===== src/rtl/fetch_stage_if.sv =====
// Instruction-memory bus between the fetch stage (master) and the word-indexed
// instruction memory (slave); read data is combinational w.r.t. the address.
interface fetch_stage_if;
  logic [31:0] imem_addr;
  logic        imem_re;
  logic [31:0] imem_data;

  modport master (output imem_addr, output imem_re, input imem_data);
  modport slave  (input imem_addr, input imem_re, output imem_data);
endinterface


===== src/rtl/fetch_stage.sv =====
// RV32 instruction-fetch stage: PC, imem request, IF/ID register, drain/halt on zero word.
// Optional macro FETCH_PERF_CNT_EN adds perf_fetched / perf_bubbles counters.
module fetch_stage #(
  parameter logic [31:0] RESET_PC     = 32'h0000_0000,
  parameter int unsigned DRAIN_CYCLES = 3
) (
  input  logic                clk,
  input  logic                reset,
  input  logic                stall,
  input  logic                flush,
  input  logic [31:0]         branch_target,
  fetch_stage_if.master       imem,
  output logic [31:0]         ifid_instr,
  output logic [31:0]         ifid_pc,
  output logic                ifid_valid,
  output logic                halted
`ifdef FETCH_PERF_CNT_EN
  ,
  output logic [31:0]         perf_fetched,
  output logic [31:0]         perf_bubbles
`endif
);

  typedef enum logic [1:0] {ST_RUN, ST_DRAIN, ST_HALT} state_t;

  localparam logic [3:0] LP_DRAIN_LAST = 4'(DRAIN_CYCLES - 1);

  state_t      r_state, w_state_next;
  logic [31:0] r_pc, w_pc_next;
  logic [31:0] r_ifid_instr, w_ifid_instr_next;
  logic [31:0] r_ifid_pc, w_ifid_pc_next;
  logic        r_ifid_valid, w_ifid_valid_next;
  logic [3:0]  r_drain_cnt, w_drain_cnt_next;
  logic        w_load_valid, w_load_bubble;
  logic [31:0] w_target;

  // Masking keeps every target bit in use while forcing word alignment.
  assign w_target = branch_target & ~32'h3;

  always_comb begin
    w_state_next      = r_state;
    w_pc_next         = r_pc;
    w_ifid_instr_next = r_ifid_instr;
    w_ifid_pc_next    = r_ifid_pc;
    w_ifid_valid_next = r_ifid_valid;
    w_drain_cnt_next  = r_drain_cnt;
    w_load_valid      = 1'b0;
    w_load_bubble     = 1'b0;

    if (flush && r_state != ST_HALT) begin
      w_pc_next         = w_target;
      w_ifid_instr_next = 32'h0;
      w_ifid_pc_next    = 32'h0;
      w_ifid_valid_next = 1'b0;
      w_state_next      = ST_RUN;
      w_load_bubble     = 1'b1;
    end else if (!stall) begin
      case (r_state)
        ST_RUN: begin
          w_ifid_pc_next = r_pc;
          if (imem.imem_data == 32'h0) begin
            w_ifid_instr_next = 32'h0;
            w_ifid_valid_next = 1'b0;
            w_drain_cnt_next  = 4'd0;
            w_state_next      = ST_DRAIN;
            w_load_bubble     = 1'b1;
          end else begin
            w_pc_next         = r_pc + 32'd4;
            w_ifid_instr_next = imem.imem_data;
            w_ifid_valid_next = 1'b1;
            w_load_valid      = 1'b1;
          end
        end
        ST_DRAIN: begin
          w_ifid_instr_next = 32'h0;
          w_ifid_pc_next    = r_pc;
          w_ifid_valid_next = 1'b0;
          w_drain_cnt_next  = r_drain_cnt + 4'd1;
          w_load_bubble     = 1'b1;
          if (r_drain_cnt == LP_DRAIN_LAST) begin
            w_state_next = ST_HALT;
          end
        end
        default: begin
          w_state_next = r_state;
        end
      endcase
    end
  end

  always_ff @(posedge clk) begin
    if (reset) begin
      r_state      <= ST_RUN;
      r_pc         <= RESET_PC;
      r_ifid_instr <= 32'h0;
      r_ifid_pc    <= 32'h0;
      r_ifid_valid <= 1'b0;
      r_drain_cnt  <= 4'd0;
    end else begin
      r_state      <= w_state_next;
      r_pc         <= w_pc_next;
      r_ifid_instr <= w_ifid_instr_next;
      r_ifid_pc    <= w_ifid_pc_next;
      r_ifid_valid <= w_ifid_valid_next;
      r_drain_cnt  <= w_drain_cnt_next;
    end
  end

`ifdef FETCH_PERF_CNT_EN
  logic [31:0] r_perf_fetched, r_perf_bubbles;

  always_ff @(posedge clk) begin
    if (reset) begin
      r_perf_fetched <= 32'h0;
      r_perf_bubbles <= 32'h0;
    end else begin
      if (w_load_valid)  r_perf_fetched <= r_perf_fetched + 32'd1;
      if (w_load_bubble) r_perf_bubbles <= r_perf_bubbles + 32'd1;
    end
  end

  assign perf_fetched = r_perf_fetched;
  assign perf_bubbles = r_perf_bubbles;
`else
  logic w_perf_unused;
  assign w_perf_unused = w_load_valid ^ w_load_bubble;
`endif

  assign imem.imem_addr = {2'b00, r_pc[31:2]};
  assign imem.imem_re   = (r_state == ST_RUN) && !reset;
  assign ifid_instr     = r_ifid_instr;
  assign ifid_pc        = r_ifid_pc;
  assign ifid_valid     = r_ifid_valid;
  assign halted         = (r_state == ST_HALT);

endmodule


===== src/flat_wrapper.sv =====
// flat-port wrapper written by rule: the top's interface ports become plain ports
module fetch_stage_flat 
#(
  parameter logic [31:0] RESET_PC     = 32'h0000_0000,
  parameter int unsigned DRAIN_CYCLES = 3
)
  (clk, reset, stall, flush, branch_target, ifid_instr, ifid_pc, ifid_valid, halted, imem_imem_addr, imem_imem_re, imem_imem_data);
  fetch_stage_if imem_i ();
  input  logic clk;
  input  logic reset;
  input  logic stall;
  input  logic flush;
  input  logic [31:0] branch_target;
  output logic [31:0] ifid_instr;
  output logic [31:0] ifid_pc;
  output logic ifid_valid;
  output logic halted;
  output wire logic [$bits(imem_i.imem_addr)-1:0] imem_imem_addr;
  output wire logic [$bits(imem_i.imem_re)-1:0] imem_imem_re;
  input wire logic [$bits(imem_i.imem_data)-1:0] imem_imem_data;
  assign imem_imem_addr = imem_i.imem_addr;
  assign imem_imem_re = imem_i.imem_re;
  assign imem_i.imem_data = imem_imem_data;
  fetch_stage #(.RESET_PC(RESET_PC), .DRAIN_CYCLES(DRAIN_CYCLES)) u_core (.clk(clk), .reset(reset), .stall(stall), .flush(flush), .branch_target(branch_target), .imem(imem_i), .ifid_instr(ifid_instr), .ifid_pc(ifid_pc), .ifid_valid(ifid_valid), .halted(halted));
endmodule

===== config.mk =====
export PLATFORM = sky130hd
export DESIGN_NAME = fetch_stage_flat
export DESIGN_NICKNAME = d
export VERILOG_FILES = /design/src/rtl/fetch_stage_if.sv /design/src/rtl/fetch_stage.sv /design/src/flat_wrapper.sv
export SDC_FILE = /design/constraint.sdc
export NUM_CORES = 1
export LEC_CHECK = 0
export CORE_ASPECT_RATIO = 0.8
export CORE_MARGIN = 2
export CORE_UTILIZATION = 40
export CTS_CLUSTER_DIAMETER = 150
export DETAILED_ROUTE_END_ITERATION = 10
export MAX_ROUTING_LAYER = met4
export PLACE_DENSITY = 0.81
export SYNTH_ARGS = -nofsm -noshare
export SYNTH_HDL_FRONTEND = slang
export SYNTH_SLANG_ARGS = --single-unit

===== constraint.sdc =====
create_clock -name clk -period 2.2 [get_ports clk]
set_input_delay 0.44 -clock clk [delete_from_list [all_inputs] [get_ports clk]]
set_output_delay 0.44 -clock clk [all_outputs]
set_load 0.1 [all_outputs]

### Word-level counts from Yosys, hierarchy flattened

Cells that the tools add are included.
Widths: inputs -> output; s select.

* flip-flop bits (word level): 103
* bits of input ports: 68
* output and inout port bits: 99
* word-level logic and storage cells: 48

* add/subtract/negate cells: 2
* equal/unequal tests: 8
* multiplexer cells: 13
* bitwise operators: 3
* reductions and logical operators: 15

Operators by type and width (number)
* $mux 32: 5
* $pmux 32 s2: 1
* $add 32x3->32 const B: 1
* $logic_not 32->1: 1
* $ne 2x1->1 const B: 4
* $pmux 4 s2: 1
* $reduce_and 4->1: 2
* $reduce_and 3->1: 2
* $add 4x1->4 const B: 1
* $eq 4x2->1 const B: 1
* $mux 2: 2
* $mux 4: 1
* $pmux 2 s2: 1
* $reduce_and 2->1: 2
* $reduce_bool 2->1: 2
* $reduce_or 2->1: 2
* $not 1->1: 3
* $eq 2x1->1 const B: 1
* $eq 2x2->1 const B: 1
* $logic_and 1x1->1: 2
* $logic_not 2->1: 1
* $ne 2x2->1 const B: 1
* $pmux 1 s2: 1
* $logic_not 1->1: 1
* $mux 1: 1

### Logic depth before layout (Yosys ltp)

Gate-level depths: netlist (run 1).

* depth in word-level cells: 5
* gate-level depth with buffers: 7
* depth with buffers taken out: 6

### Worst setup path after synthesis (run 1)

OpenSTA, ideal clock, no wires.

* path type: input -> output
* from: input port reset
* to: output port imem_imem_re
* arrival: 3.045 ns
* data required time: 1.760 ns
* setup slack: -1.285 ns
* stages: 4
* buffers on the path: 3
* cells stage by stage: clkbuf_1 -> clkbuf_1 -> buf_1 -> nor3_1

* longest elaborated chain between the ends: 2

Ends and longest elaborated chain
* start: declaration: line flat_wrapper.sv:10 `input logic reset;`
* $logic_not 1->1: line fetch_stage.sv:130 `assign imem.imem_re = (r_state == ST_RUN) && !reset;`
* $logic_and 1x1->1: line fetch_stage.sv:130
* end: declaration: line flat_wrapper.sv:19 `output wire logic [$bits(imem_i.imem_re)-1:0] imem_imem_re;`

No other way between the ends.

### Worst setup path after layout (run 1)

* from: input port imem_imem_data[18]
* to: register u_core.r_pc[21]

* longest elaborated chain between the ends: 3

Ends and longest elaborated chain
* start: declaration: line flat_wrapper.sv:20 `input wire logic [$bits(imem_i.imem_data)-1:0] imem_imem_data;`
* $logic_not 32->1: line fetch_stage.sv:61 `if (imem.imem_data == 32'h0) begin`
* $ne 2x1->1 (no source line)
* $reduce_and 3->1 (no source line)
* end signal: assignment: line fetch_stage.sv:101 `r_pc <= w_pc_next;`
* end: declaration: line fetch_stage.sv:29 `logic [31:0] r_pc, w_pc_next;`

No other way between the ends.
A chain may end at the register's enable or synchronous reset.

==> metrics, run 1 <==
outcome=complete, no violations; setup TNS=0 ns; clock skew=0.007517 ns; Nets=794; Clock Latency Late Sink=0.34 ns; Post-synth top flop=dfxtp_1; slowest stage cell, crit path=clkdlybuf4s50_1; Hold Crit Class=in -> reg; post-synthesis area per instance=8.192 sq um; Peak VDD IR=0.3528 mV; reg-to-reg endpoint=u_core.r_pc[20]; min cycle time layout=2.149 ns; vias after detailed routing=4782; layout filler cell count=915; vias per inst=5.484; post-detailed-route wirelength per cell=16.20 um; switch share=34.72%; Initial Utilization=40.49%; CP Max Fanout=4; FP Rows=34; vias in the first global route=4514; EDFF count, synth=0; R2R depth=6; Final Slew Violations=0; Cell Chain, Critical Path=clkdlybuf4s50_1 > nor4_4 > nand4_1 > buf_6 > o211ai_1 > buf_2 > or4_1 > a311oi_2; hpwl dp=10040 um; worst slew pin tran=0.6952 ns; Ys Warns=0; cts hold-fix bufs=0; First-pass DRT Iterations=5; DRC=0; layout cell share with drive strength beyond 1=29.81%; crit path from=imem_imem_data[18]; final hold slack=0.4097 ns; Antenna Violating Nets Remaining=0; crit path kind=in -> reg; die area=11750 sq um; Int Pwr=3.018 mW; Fin. Hold Viols=0; total power=4.623 mW; Critical Path Max Stage Delay=0.55 ns; H-tree levels=3; GPL Wtd Cong=0.8608; Setup Slack @ Placement=-0.4942 ns; Post-Route WL=14120 um; clock slew at reported path FFs=0.07 ns; Worst R2R Setup Slack=0.08 ns; Combinational Power Share=24.6%; Global Route Usage Sum=23.62%; CTS sink cnt=99; grt ovf=0; initial antenna violation count=0; Max transition margin=53.65%; Layout area overhead=55.70%; Max clock buf depth=2; max-cap viol count=0; Leak Pwr=2.913 nW; I/O Buffers=160; Critical Path End=u_core.r_pc[21]; Setup crit end kind=flop; Final WS setup=0.05135 ns; core area=10760 sq um; FF+latch count, synth=99; synthesized area=4358 sq um; WP data arrival=2.40 ns; Flop pwr share=42.3%; Initial DRC Count=255; post-synthesis cell count=532; clock share of power=33.1%; Chip Height=97.36 um; Netlist cell types=45; Seq/Total Area, Yosys=45.48%; Critical R2R Launch=u_core.r_pc[3]; largest net degree at the start of global routing=65; RSZ-0062 raised after global routing=true; Fmax achieved=465.4 MHz; Worst setup SP type=primary input; Chip Width=120.7 um; clk root buf=clkbuf_16; PwrDens=681.3 nW/um^2; CP required=2.45 ns; asr flop ratio synth=0%; Ant. Diodes=0; Final Cycle Share=97.67%; Sw Pwr=1.605 mW; Final Util=63.04%; CTS tree=built; TritonCTS Buffers=9; first-pass GRT wire length=21750 um; final setup fails=0; I/O pin cnt=167
sequential cells by signal, summed over array words and instances, names as in the netlist:
register,count
u_core.r_drain_cnt,4
u_core.r_pc,30
u_core.ifid_instr,32
u_core.ifid_pc,30
u_core.ifid_valid,1
u_core.r_state,2
layout by cell type (no fill, tap or decap), types with 10 or more instances in the layout:
cell type	instances
dfxtp_4	19
xor2_1	10
o21ai_0	11
nor2_1	66
nand2_1	84
clkbuf_16	10
clkdlybuf4s50_1	39
a211oi_1	13
a21oi_1	37
dlymetal6s2s_1	25
a22oi_1	35
buf_4	147
and3_1	11
dfxtp_1	73
worst max-delay path, delay by kind of cell:
family	cells	cell delay, ns
AOI/OAI and AO/OA	2	0.41
and+or+nand+nor	3	0.69
buffers and inverters	3	0.85
metal layers:
layer | part of all wire [%] | up-vias | global-route usage (%) | wire length (um)
met2 | 48 | 190 | 39.20 | 6833
met3 | 7.4 | 17 | 5.047 | 1051
met1 | 43 | 2269 | 29.24 | 6079
met4 | 1.1 | 0 | 6.172 | 158
met5 | 0 | - | - | 0
li1 | - | 2306 | - | -
power by group through the flow:
stage / Clock [mW] / Combinational [mW] / Sequential, mW
global placement: 0 / 1.11 / 1.99
detailed placement: 0 / 1.12 / 1.99
global route: 1.62 / 1.19 / 1.97
CTS: 1.56 / 1.13 / 1.95
floorplan: 0 / 0.250 / 2.51
finish: 1.53 / 1.14 / 1.96
kinds of logic after synthesis:
kind of cell,count (synthesis),synth area share [%]
DFF,99,45.48
other,1,0.08605
adders and majority gates,3,0.8614
xor gates and xnor gates,12,2.412
muxes,4,0.9188
buffers and inverters,47,4.393
and+or+nand+nor,232,25.06
AOI/OAI and AO/OA,134,20.79
how the worst min path moves through the flow:
stage,slack [ns],cells past startpoint,from,end
6_report,0.41,3,imem_imem_data[12],u_core.ifid_instr[12]
5_1_grt,0.43,3,imem_imem_data[15],u_core.ifid_instr[15]
4_1_cts,0.46,2,u_core.ifid_pc[15],u_core.ifid_pc[15]
3_5_place_dp,0.45,2,u_core.ifid_pc[15],u_core.ifid_pc[15]
3_3_place_gp,0.44,2,u_core.ifid_pc[16],u_core.ifid_pc[16]
2_1_floorplan,0.45,1,u_core.r_drain_cnt[3],u_core.r_drain_cnt[3]
repair_timing:
item | CTS | global route
endpoints found under the setup margin | 16 | 30
gates cloned | 0 | 1
pin swaps | 1 | 13
gates resized for setup | 8 | 36
setup buffers | 0 | 4
stage by stage:
stage          instances  cell area, sq um
6_report             872              6785
5_1_grt              872              6785
4_1_cts              867              6623
3_5_place_dp         851              6304
3_3_place_gp         851              6304
2_1_floorplan        535              4486
layout make-up:
cell class / instances / area [sq um] / share of cell area (%)
Multi-Input combinational cell: 389 / 2327 / 34.30
Sequential cell: 99 / 2062 / 30.39
Timing Repair Buffer: 218 / 1903 / 28.05
Clock buffer: 11 / 254.0 / 3.743
Tap cell: 144 / 180.2 / 2.655
Clock inverter: 5 / 36.28 / 0.5348
Inverter: 6 / 22.52 / 0.3319
synthesized netlist by cell type (2+ instances only):
master / number / share of area (%)
dfxtp_1: 99 / 45
nand2_1: 84 / 7.2
nor2_1: 67 / 5.8
a21oi_1: 38 / 4.4
a22oi_1: 35 / 6.0
clkbuf_1: 30 / 2.6
a211oi_1: 13 / 2.2
nor4_1: 13 / 1.9
o21ai_0: 13 / 1.5
and3_1: 11 / 1.6
a311oi_1: 10 / 2.0
xor2_1: 10 / 2.0
nor3_1: 9 / 1.0
or3_1: 9 / 1.3
and4_1: 8 / 1.6
nand3_1: 8 / 0.92
buf_1: 7 / 0.60
nand4_1: 7 / 1.0
inv_1: 6 / 0.52
o211ai_1: 6 / 1.0
o2111ai_1: 5 / 1.0
buf_4: 4 / 0.69
mux2i_1: 4 / 0.92
or4_1: 4 / 0.69
ha_1: 3 / 0.86
nand2b_1: 3 / 0.43
a2111oi_0: 2 / 0.40
a31oi_1: 2 / 0.29
and2_1: 2 / 0.29
o21a_1: 2 / 0.34
o31ai_1: 2 / 0.34
or2_2: 2 / 0.29
xnor2_1: 2 / 0.40
Note: power is estimated with default switching activity, not from simulation.
==> inputs of run 2 (changes only) <==
--- a/config.mk
+++ b/config.mk
@@ -11,7 +11,7 @@
 export CTS_CLUSTER_DIAMETER = 150
 export DETAILED_ROUTE_END_ITERATION = 10
 export MAX_ROUTING_LAYER = met4
-export PLACE_DENSITY = 0.81
+export PLACE_DENSITY = 0.78
 export SYNTH_ARGS = -nofsm -noshare
 export SYNTH_HDL_FRONTEND = slang
 export SYNTH_SLANG_ARGS = --single-unit
==> constraint.sdc (replaced) <==
create_clock -name clk -period 2.3 [get_ports clk]
set_input_delay 0.46 -clock clk [delete_from_list [all_inputs] [get_ports clk]]
set_output_delay 0.46 -clock clk [all_outputs]
set_load 0.1 [all_outputs]
==> run 2 against run 1 <==
- register-to-register slack improved by 0.06 ns
- clock-buffer cell count rose by 4
- sequential share of layout area rose by 0.070 points
- utilization fell by 0.49 points
- worst hold slack better by 0.015 ns
- via count fell by 1.7%
- clock skew grew 0.0017 ns
- final cell count is 0.57% lower
- sequential power fell by 5%
- critical path depth is 2 higher
- highest routed layer unchanged
==> metrics, run 2 (synthesis gave the netlist of run 1 again) <==
dpl cell area=6242 sq um (-0.97%); post-detailed-route wirelength per cell=15.72 um (-2.9%); Fin. Hold Viols=0 (unchanged); clock slew at reported path FFs=0.06 ns (about the same); Antenna Violating Nets Remaining=0 (unchanged); crit path kind=in -> reg; clk root buf=clkbuf_16; GPL Wtd Cong=0.8781 (+2.0%); I/O pin cnt=167 (unchanged); first-pass GRT wire length=21580 um (-0.79%); most frequent cells in the layout=buf_4 (143), nand2_1 (84), dfxtp_1 (74); layout filler cell count=903 (-1.3%); Clock Latency Late Sink=0.35 ns (about the same); min cycle time layout=2.232 ns; PwrDens=670.0 nW/um^2 (-1.7%); design area=6733 sq um (-0.77%); H-tree levels=3 (unchanged); Worst setup SP type=primary input; vias in the first global route=4305 (-4.6%); clock skew=0.009212 ns (+0.001695 ns); Final Slew Violations=0 (unchanged); Setup crit end kind=flop; largest net degree at the start of global routing=65 (unchanged); I/O Buffers=160 (unchanged); hpwl dp=9717 um (-3.2%); Peak VDD IR=0.4415 mV (+25%); Max transition margin=55.00% (+1.3 points); vias after detailed routing=4699 (-1.7%); Nets=789 (-0.63%); max FFs per register=32 (unchanged); die area=11750 sq um (unchanged); Chip Width=120.7 um (unchanged); Chip Height=97.36 um (unchanged); Multi-input gate area=2341 sq um (+0.59%); CP required=2.55 ns (+0.10 ns); WP data arrival=2.48 ns (+0.08 ns); cts hold-fix bufs=0 (unchanged); vias per inst=5.420 (-1.2%); final setup fails=0 (unchanged); placed cells=846 (-0.59%); Non-Filler Instances=867 (-0.57%); CTS tree=built; core area=10760 sq um (unchanged); Final Cycle Share=97.03%; Fmax achieved=448.1 MHz; worst slew pin tran=0.6751 ns (-0.02018 ns); Initial Utilization=40.49% (unchanged); Ant. Diodes=0 (unchanged); FP Rows=34 (unchanged); Layout area overhead=54.49%; Register Area=2051 sq um (-0.55%); Initial DRC Count=235 (-7.8%); CTS sink cnt=99 (unchanged); Post-Route WL=13630 um (-3.5%); DRC=0 (unchanged); Global Route Usage Sum=23.44% (-0.18 points); grt ovf=0 (unchanged); Leak Pwr=2.801 nW (-3.8%); First-pass DRT Iterations=5 (unchanged); most common cell after layout, fill and taps aside=buf_4; initial antenna violation count=0 (unchanged); Max clock buf depth=2 (unchanged); CP Max Fanout=4 (unchanged); max-cap viol count=0 (unchanged); TritonCTS Buffers=9 (unchanged); layout cell share with drive strength beyond 1=29.74% (-0.070 points); outcome=complete, no violations; Hold Crit Class=in -> reg
[run 2: path summary, 6_finish.rpt]
kind	startpoint	to	slack [ns]	cells after the start
max reg2reg	u_core.r_pc[2]	u_core.r_pc[20]	0.14	6
max	imem_imem_data[20]	u_core.r_pc[13]	0.07	10
min reg2reg	u_core.ifid_pc[19]	u_core.ifid_pc[19]	0.46	2
min	imem_imem_data[21]	u_core.ifid_instr[21]	0.42	3
[run 2: area by class of cell]
class	instances	area share, %
multi-input cells	389	34.77
flip-flops and latches	99	30.46
repair buffers	213	27.17
clock buffers	15	4.144
well taps	144	2.676
clock inverters	1	0.4460
inverters	6	0.3345
[run 2: metal layers]
metal,global-route usage [%],up-vias,wire (um)
met5,-,-,0
met1,29.86,2213,6056
met3,5.810,20,926
li1,-,2292,-
met2,36.42,174,6398
met4,7.961,0,250
[run 2: where the power goes]
part	switching [mW]	internal, mW	total, mW
sequential	0.0884	1.79	1.87
combinational	0.780	0.296	1.08
clock	0.619	0.941	1.56
[run 2: stage by stage]
stage	worst slack [ns]	util [%]	TNS [ns]	hold WS, ns	power (mW)
final	0.06834	62.56	0	0.4245	4.511
after global routing	-0.007124	62.56	-0.01505	0.4253	4.677
after CTS	0.001204	61.38	0	0.4578	4.534
after detailed placement	-0.4228	58.00	-18.06	0.4487	2.969
after global placement	-0.3608	58.00	-13.44	0.4426	2.954
after floorplan	-0.03622	-	-0.03622	0.4514	2.636
[run 2: repair_timing]
action,4_1_cts,5_1_grt
gates cloned,1,0
gates resized for setup,13,31
setup buffers,2,2
pin swaps,7,11
setup endpoints to repair,5,24
[run 2: worst max-delay path, cell delays in order]
cell             delay (ns)
clkdlybuf4s50_1        0.50
nor4_2                 0.06
buf_4                  0.13
nand4_1                0.08
buf_4                  0.14
o211ai_1               0.15
buf_2                  0.18
buf_4                  0.13
or3_1                  0.36
a311oi_2               0.28
